===== config.mk =====
export PLATFORM = sky130hd
export DESIGN_NAME = l_frag_cfg
export DESIGN_NICKNAME = d
export VERILOG_FILES = /design/src/rtl/l_frag_cfg.sv
export SDC_FILE = /design/constraint.sdc
export NUM_CORES = 1
export LEC_CHECK = 0
export CORE_ASPECT_RATIO = 1.5
export CORE_MARGIN = 5
export CORE_UTILIZATION = 45
export CTS_CLUSTER_SIZE = 10
export DETAILED_ROUTE_END_ITERATION = 10
export HOLD_SLACK_MARGIN = 0.05
export PLACE_DENSITY = 0.67
export SYNTH_ARGS = -nofsm -noshare
export SYNTH_HDL_FRONTEND = slang
export SYNTH_SLANG_ARGS = --single-unit

===== constraint.sdc =====
create_clock -name QCK -period 2.7 [get_ports QCK]
set_input_delay 0.81 -clock QCK [delete_from_list [all_inputs] [get_ports QCK]]
set_output_delay 0.81 -clock QCK [all_outputs]
set_load 0.01 [all_outputs]

===== src/rtl/l_frag_cfg.sv =====
// l_frag_cfg -- serially configured K-input LUT fragment.
//
// A 2^K-bit configuration word is shifted in one bit per clock while cfgEn is
// high.  A small FSM counts the bits of the current load; the LUT outputs are
// live only once a full word has arrived.  The bit falling off the bottom of
// the config register is presented on cfgDout so fragments can be chained.
//
// Ports:
//   QCK        in   clock, everything updates on its rising edge
//   QRT        in   synchronous active-high reset
//   cfgEn      in   config shift enable
//   cfgDin     in   serial config data in
//   cfgDout    out  serial config data out (current CFG[0])
//   cfgDone    out  registered, high while a complete word is loaded
//   I[K-1:0]   in   LUT select, I[0] is the table index LSB
//   QEN        in   output register enable
//   LUTOutput  out  combinational CFG[I] (0 until loaded)
//   CarryOut   out  combinational upper-half lookup CFG[{1,I[K-2:0]}]
//   QZ         out  registered LUT result
module l_frag_cfg #(
    parameter int K     = 4,
    parameter int CNT_W = K + 1
) (
    input  logic         QCK,
    input  logic         QRT,
    input  logic         cfgEn,
    input  logic         cfgDin,
    output logic         cfgDout,
    output logic         cfgDone,
    input  logic [K-1:0] I,
    input  logic         QEN,
    output logic         LUTOutput,
    output logic         CarryOut,
    output logic         QZ
);

    localparam int N = 1 << K;
    localparam logic [CNT_W-1:0] CNT_ONE  = CNT_W'(1);
    localparam logic [CNT_W-1:0] CNT_LAST = CNT_W'(N - 1);

    typedef enum logic [1:0] {
        EMPTY   = 2'd0,
        LOADING = 2'd1,
        LOADED  = 2'd2
    } state_t;

    state_t           state_r;
    state_t           state_next_s;
    logic [CNT_W-1:0] cnt_r;
    logic [CNT_W-1:0] cnt_next_s;
    logic [N-1:0]     cfg_r;
    logic             cfg_done_r;
    logic             qz_r;
    logic             lut_s;
    logic             carry_s;
    logic [K-1:0]     carry_idx_s;

    // Next-state and bit-count logic for the configuration load FSM.
    always_comb begin
        state_next_s = state_r;
        cnt_next_s   = cnt_r;
        case (state_r)
            EMPTY: begin
                if (cfgEn) begin
                    state_next_s = LOADING;
                    cnt_next_s   = CNT_ONE;
                end else begin
                    state_next_s = EMPTY;
                end
            end
            LOADING: begin
                if (cfgEn) begin
                    cnt_next_s = cnt_r + CNT_ONE;
                    // The shift that brings the count to N completes the word.
                    if (cnt_r == CNT_LAST) begin
                        state_next_s = LOADED;
                    end else begin
                        state_next_s = LOADING;
                    end
                end else begin
                    state_next_s = LOADING;
                end
            end
            LOADED: begin
                // Any further shift starts a fresh load; the old word is gone.
                if (cfgEn) begin
                    state_next_s = LOADING;
                    cnt_next_s   = CNT_ONE;
                end else begin
                    state_next_s = LOADED;
                end
            end
            default: begin
                state_next_s = EMPTY;
                cnt_next_s   = '0;
            end
        endcase
    end

    // FSM state, bit count and done flag registers.
    always_ff @(posedge QCK) begin
        if (QRT) begin
            state_r    <= EMPTY;
            cnt_r      <= '0;
            cfg_done_r <= 1'b0;
        end else begin
            state_r    <= state_next_s;
            cnt_r      <= cnt_next_s;
            cfg_done_r <= (state_next_s == LOADED);
        end
    end

    // Config shift register: new bits enter at the top, CFG[0] leaves first.
    always_ff @(posedge QCK) begin
        if (QRT) begin
            cfg_r <= '0;
        end else if (cfgEn) begin
            cfg_r <= {cfgDin, cfg_r[N-1:1]};
        end
    end

    // Table lookups, forced to 0 until a complete word is present.
    always_comb begin
        lut_s       = 1'b0;
        carry_s     = 1'b0;
        carry_idx_s = {1'b1, I[K-2:0]};
        if (state_r == LOADED) begin
            lut_s   = cfg_r[I];
            carry_s = cfg_r[carry_idx_s];
        end else begin
            lut_s   = 1'b0;
            carry_s = 1'b0;
        end
    end

    // Output register: captures only from a stable, fully loaded table.
    always_ff @(posedge QCK) begin
        if (QRT) begin
            qz_r <= 1'b0;
        end else if (QEN && (state_r == LOADED) && !cfgEn) begin
            qz_r <= lut_s;
        end
    end

    assign cfgDout   = cfg_r[0];
    assign cfgDone   = cfg_done_r;
    assign LUTOutput = lut_s;
    assign CarryOut  = carry_s;
    assign QZ        = qz_r;

endmodule


Word level (Yosys, flattened, before mapping). Index checks and enable logic that the tools add are counted. Widths: inputs -> output; s select.

Register bits after elaboration: 25. Bits of input ports: 9. Output and inout port bits: 5. Logic and storage cells: 34.

Add/subtract/negate cells: 1. Magnitude comparators: 2. Eq/ne operators: 6. Mux-type cells: 14. Reductions and logical operators: 6.

Operator list (number): $lt 4x5->1 const B (2); $mux 5 (2); $pmux 5 s2 (1); $mux 2 (3); $pmux 2 s3 (1); $add 5x1->5 const B (1); $eq 5x4->1 const B (1); $mux 1 (5); $bmux 1 s4 (1); $eq 2x2->1 const B (2); $bmux 1 s3 (1); $eq 2x1->1 const B (1); $logic_and 1x1->1 (2); $logic_not 2->1 (1); $ne 2x1->1 const B (1); $ne 2x2->1 const B (1); $reduce_and 2->1 (1); $reduce_or 2->1 (1); $logic_not 1->1 (1).

Depth between registers and ports, before layout.
Word-level depth: 5. Mapped depth: 6. Depth with buffers taken out: 6.

Worst setup path after synthesis. No wires, ideal clock.

Kind: input to output. From: in I[1]. To: out LUTOutput. Arrival time: 1.690 ns. Required time: 1.890 ns. Setup slack: 0.200 ns. Cell stages on the path: 4. Path through: mux4_2 and2_4 nor3_1 a211oi_1.

Longest elaborated chain between the ends: 3.

RTL lines: from (decl) (RTL line 30) `input logic [K-1:0] I,`; $bmux 1 s4 (RTL line 128) `lut_s = cfg_r[I];`; $mux 1 (implied by the code) (RTL line 128); $mux 1 (RTL line 127) `if (state_r == LOADED) begin`; to (decl) (RTL line 32) `output logic LUTOutput,`.

No other way between the ends. The select of a mux whose other input is x is not followed.

Final worst setup path.
From: in I[0]. To: out LUTOutput.

The elaborated chain is that of the path after synthesis.

==> flow_metrics.py <==
metrics = {
    "grt": {
        "met2_usage": 0.175,
        "antenna_found_initial": 0,
        "grt.busiest_layer": "met2",
        "grt_pass1_vias": 804,
        "grt_use_met3": 0.0358,
        "grt_start_max_net_pins": 17,
        "grt.overflow.total": 0,
        "use_met1": 0.175,
        "grt_pass1_wl_um": 3630,
        "grt_usage": 0.125,
    },
    "synthesis": {
        "yosysUniqueCellTypes": 29,
        "syn_area_um2": 1120,
        "synth_top_area_cell": "dfxtp_1",
        "ys.flop_type": "dfxtp_1",
        "syn-mean-instance-area_um2": 10.3,
        "yosysWarnings": 0,
        "synthArstFlopShare": 0,
        "syn_inst": 109,
        "synth_top_cell_area_share": 0.446,
        "ys_seq_area_frac": 0.446,
        "synth_common_cells": "dfxtp_1, nor2_1, mux2i_1",
        "synth-edff-count": 0,
        "syn-num-nets": 120,
        "synth_seq_cells": 25,
        "synth_most_common_cell": "dfxtp_1",
        "synth_area_leaders": "dfxtp_1, mux2i_1, nor2_1",
    },
    "critical_path": {
        "r2r_slack_ns": 1.18,
        "r2r_end": "QZ",
        "cp.required_ns": 1.89,
        "worst-path-buf-inv": 3,
        "cp_data_arrival_time_ns": 1.95,
        "crit_slowest_cell": "mux4_2",
        "cp-start-kind": "input port",
        "path_max_fanout": 3,
        "worstSetupPathType": "input port to output port",
        "crit_chain": "buf_8, mux4_2, mux2i_2, buf_4, a211oi_2, buf_2",
        "reg2regPathDepth": 5,
        "slowest_delay_ns": 0.51,
        "worst_path_dominant_cell_family": "multiplexers",
        "end_kind": "output port",
        "rr_startpoint": "cfg_r[7]",
    },
    "clock_network": {
        "cts_tree": "done",
        "ctsHoldBuffers": 0,
        "htree_num_levels": 1,
        "cts_buffers": 3,
        "root_buffer": "clkbuf_4",
        "path_clk_slew_ns": 0.13,
        "clockBufferDepth": 2,
        "clk_latency_ns": 0.31,
        "clock-sinks": 25,
    },
    "power_and_ir_drop": {
        "p_clk_frac": 0.271,
        "p_total_w": 0.000599,
        "p_switching_w": 0.000139,
        "p_leak_nw": 0.560,
        "power.ir.vdd_worst_mv": 0.297,
        "swShare": 0.232,
        "p_int_w": 0.000460,
        "p_seq_frac": 0.631,
        "powerDensity_nw_per_um2": 443,
        "comb_power_share": 0.098,
    },
    "layout": {
        "syn2layout_area_growth_pct": 20.5,
        "n_antenna_cell": 0,
        "final_nets": 140,
        "drive_gt1_frac": 0.211,
    },
    "drt": {
        "vias": 857,
        "dr.pass1.iters": 4,
        "wl_per_cell_um": 13.6,
        "drc": 0,
        "drt_first_iter_violations": 12,
        "via_per_inst": 5.64,
        "totalWireLength_um": 2070,
        "detail-route-antenna-nets": 0,
    },
    "die": {
        "die_h_um": 71.1,
        "io_pins": 14,
        "initial_core_util": 0.463,
        "fp.dieW_um": 50.8,
        "rows": 22,
        "die_area_um2": 3610,
        "core-area_um2": 2420,
    },
    "worst_hold_path": {
        "min-delay-start": "cnt_r[3]",
        "hold_class": "flip-flop to flip-flop",
        "hold_end": "cnt_r[3]",
        "holdPathStages": 2,
    },
    "timing": {
        "setup-violations-final": 1,
        "fin_crit_sh": 1.02,
        "slew_headroom": 0.750,
        "rsz0062_at_grt": "true",
        "tightest_slew_ns": 0.374,
        "fmax_mhz": 363,
        "fin_hold_ws_ns": 0.471,
        "min_period_ns": 2.76,
        "tns_ns": -0.0569,
        "fin_worst_skew_ns": 0.00701,
        "finalHoldViolations": 0,
        "slew_viol_final": 0,
        "setup_ws_ns": -0.0569,
    },
    "place": {
        "io_buffers": 13,
        "hpwl_um": 1480,
        "gp_congestion": 0.723,
    },
    "status": {
        "status": "complete, but fails checks",
        "violations": "negative setup slack",
    },
    "job": {
        "maxCapViolations": 0,
    },
}
-- placed cells by master, fill, tap and decap left out, types with 2 or more instances in the layout --
master | netlist | routed
nor2_1 | 24 | 24
mux2i_1 | 18 | 17
buf_4 | 0 | 8
nand2b_1 | 2 | 2
nand2_1 | 2 | 2
ha_1 | 2 | 2
a21o_1 | 2 | 2
dfxtp_1 | 25 | 25
mux4_2 | 3 | 4
a21oi_1 | 5 | 5
inv_1 | 2 | 2
clkbuf_4 | 0 | 3
clkdlybuf4s50_1 | 0 | 8
-- state kept, by name, summed over array words and instances (netlist names) --
name,flops
QZ,1
cfgDone,1
cfg_r,16
cnt_r,5
state_r,2
-- what timing repair did --
item	CTS	global route
resized for setup	27	1
setup endpoints to repair	2	2
pin swaps	3	1
buffers inserted	1	1
-- worst register-to-register path, cell delays in order (launching register included) --
cell and delay [ns]:
dfxtp_1 0.35, mux4_2 0.46, and2_4 0.15, buf_4 0.12
nor4b_2 0.25, a311oi_1 0.07
-- per-layer routing --
metal  share of wire  wire, um
met5               0         0
met4           0.024        49
met3           0.045        94
met2            0.46       950
met1            0.47       979
-- through the flow --
step	worst slack [ns]	util	std cells	cell area (um2)
floorplan	0.200	-	109	1120
global placement	-0.862	0.537	146	1300
detailed placement	-0.889	0.537	146	1300
CTS	-0.0212	0.557	151	1350
global route	-0.122	0.558	152	1350
finish	-0.0569	0.558	152	1350
-- cell type report --
class | count | area, um2
inverter | 2 | 7.51
tap | 24 | 30.0
clock inverter | 1 | 5.00
clock buffer | 3 | 22.5
sequential | 25 | 500
multi-input combinational | 76 | 598
fill | 222 | 1070
timing repair buffer | 21 | 188
-- power groups by stage --
stage / clock, W / combinational, W / sequential (W)
global route: 0.000193 / 0.0000639 / 0.000379
CTS: 0.000173 / 0.0000587 / 0.000378
finish: 0.000162 / 0.0000588 / 0.000378
floorplan: 0 / 0.0000332 / 0.000385
global placement: 0 / 0.0000548 / 0.000386
detailed placement: 0 / 0.0000556 / 0.000386
-- worst max path at each step --
stage / end / slack (ns) / depth (start not counted) / from
after floorplan: LUTOutput / 0.20 / 4 / I[1]
after global placement: LUTOutput / -0.86 / 6 / I[1]
after detailed placement: LUTOutput / -0.89 / 6 / I[1]
after CTS: LUTOutput / -0.02 / 6 / I[0]
after global routing: LUTOutput / -0.12 / 6 / I[0]
final: LUTOutput / -0.06 / 6 / I[0]
-- kinds of logic after synthesis --
family	synth area share
AOI/OAI and AO/OA	0.0848
adders and majority gates	0.0223
buffers and inverters	0.0290
DFF	0.446
muxes	0.244
and+or+nand+nor	0.173
Note: power is estimated with default switching activity, not from simulation.
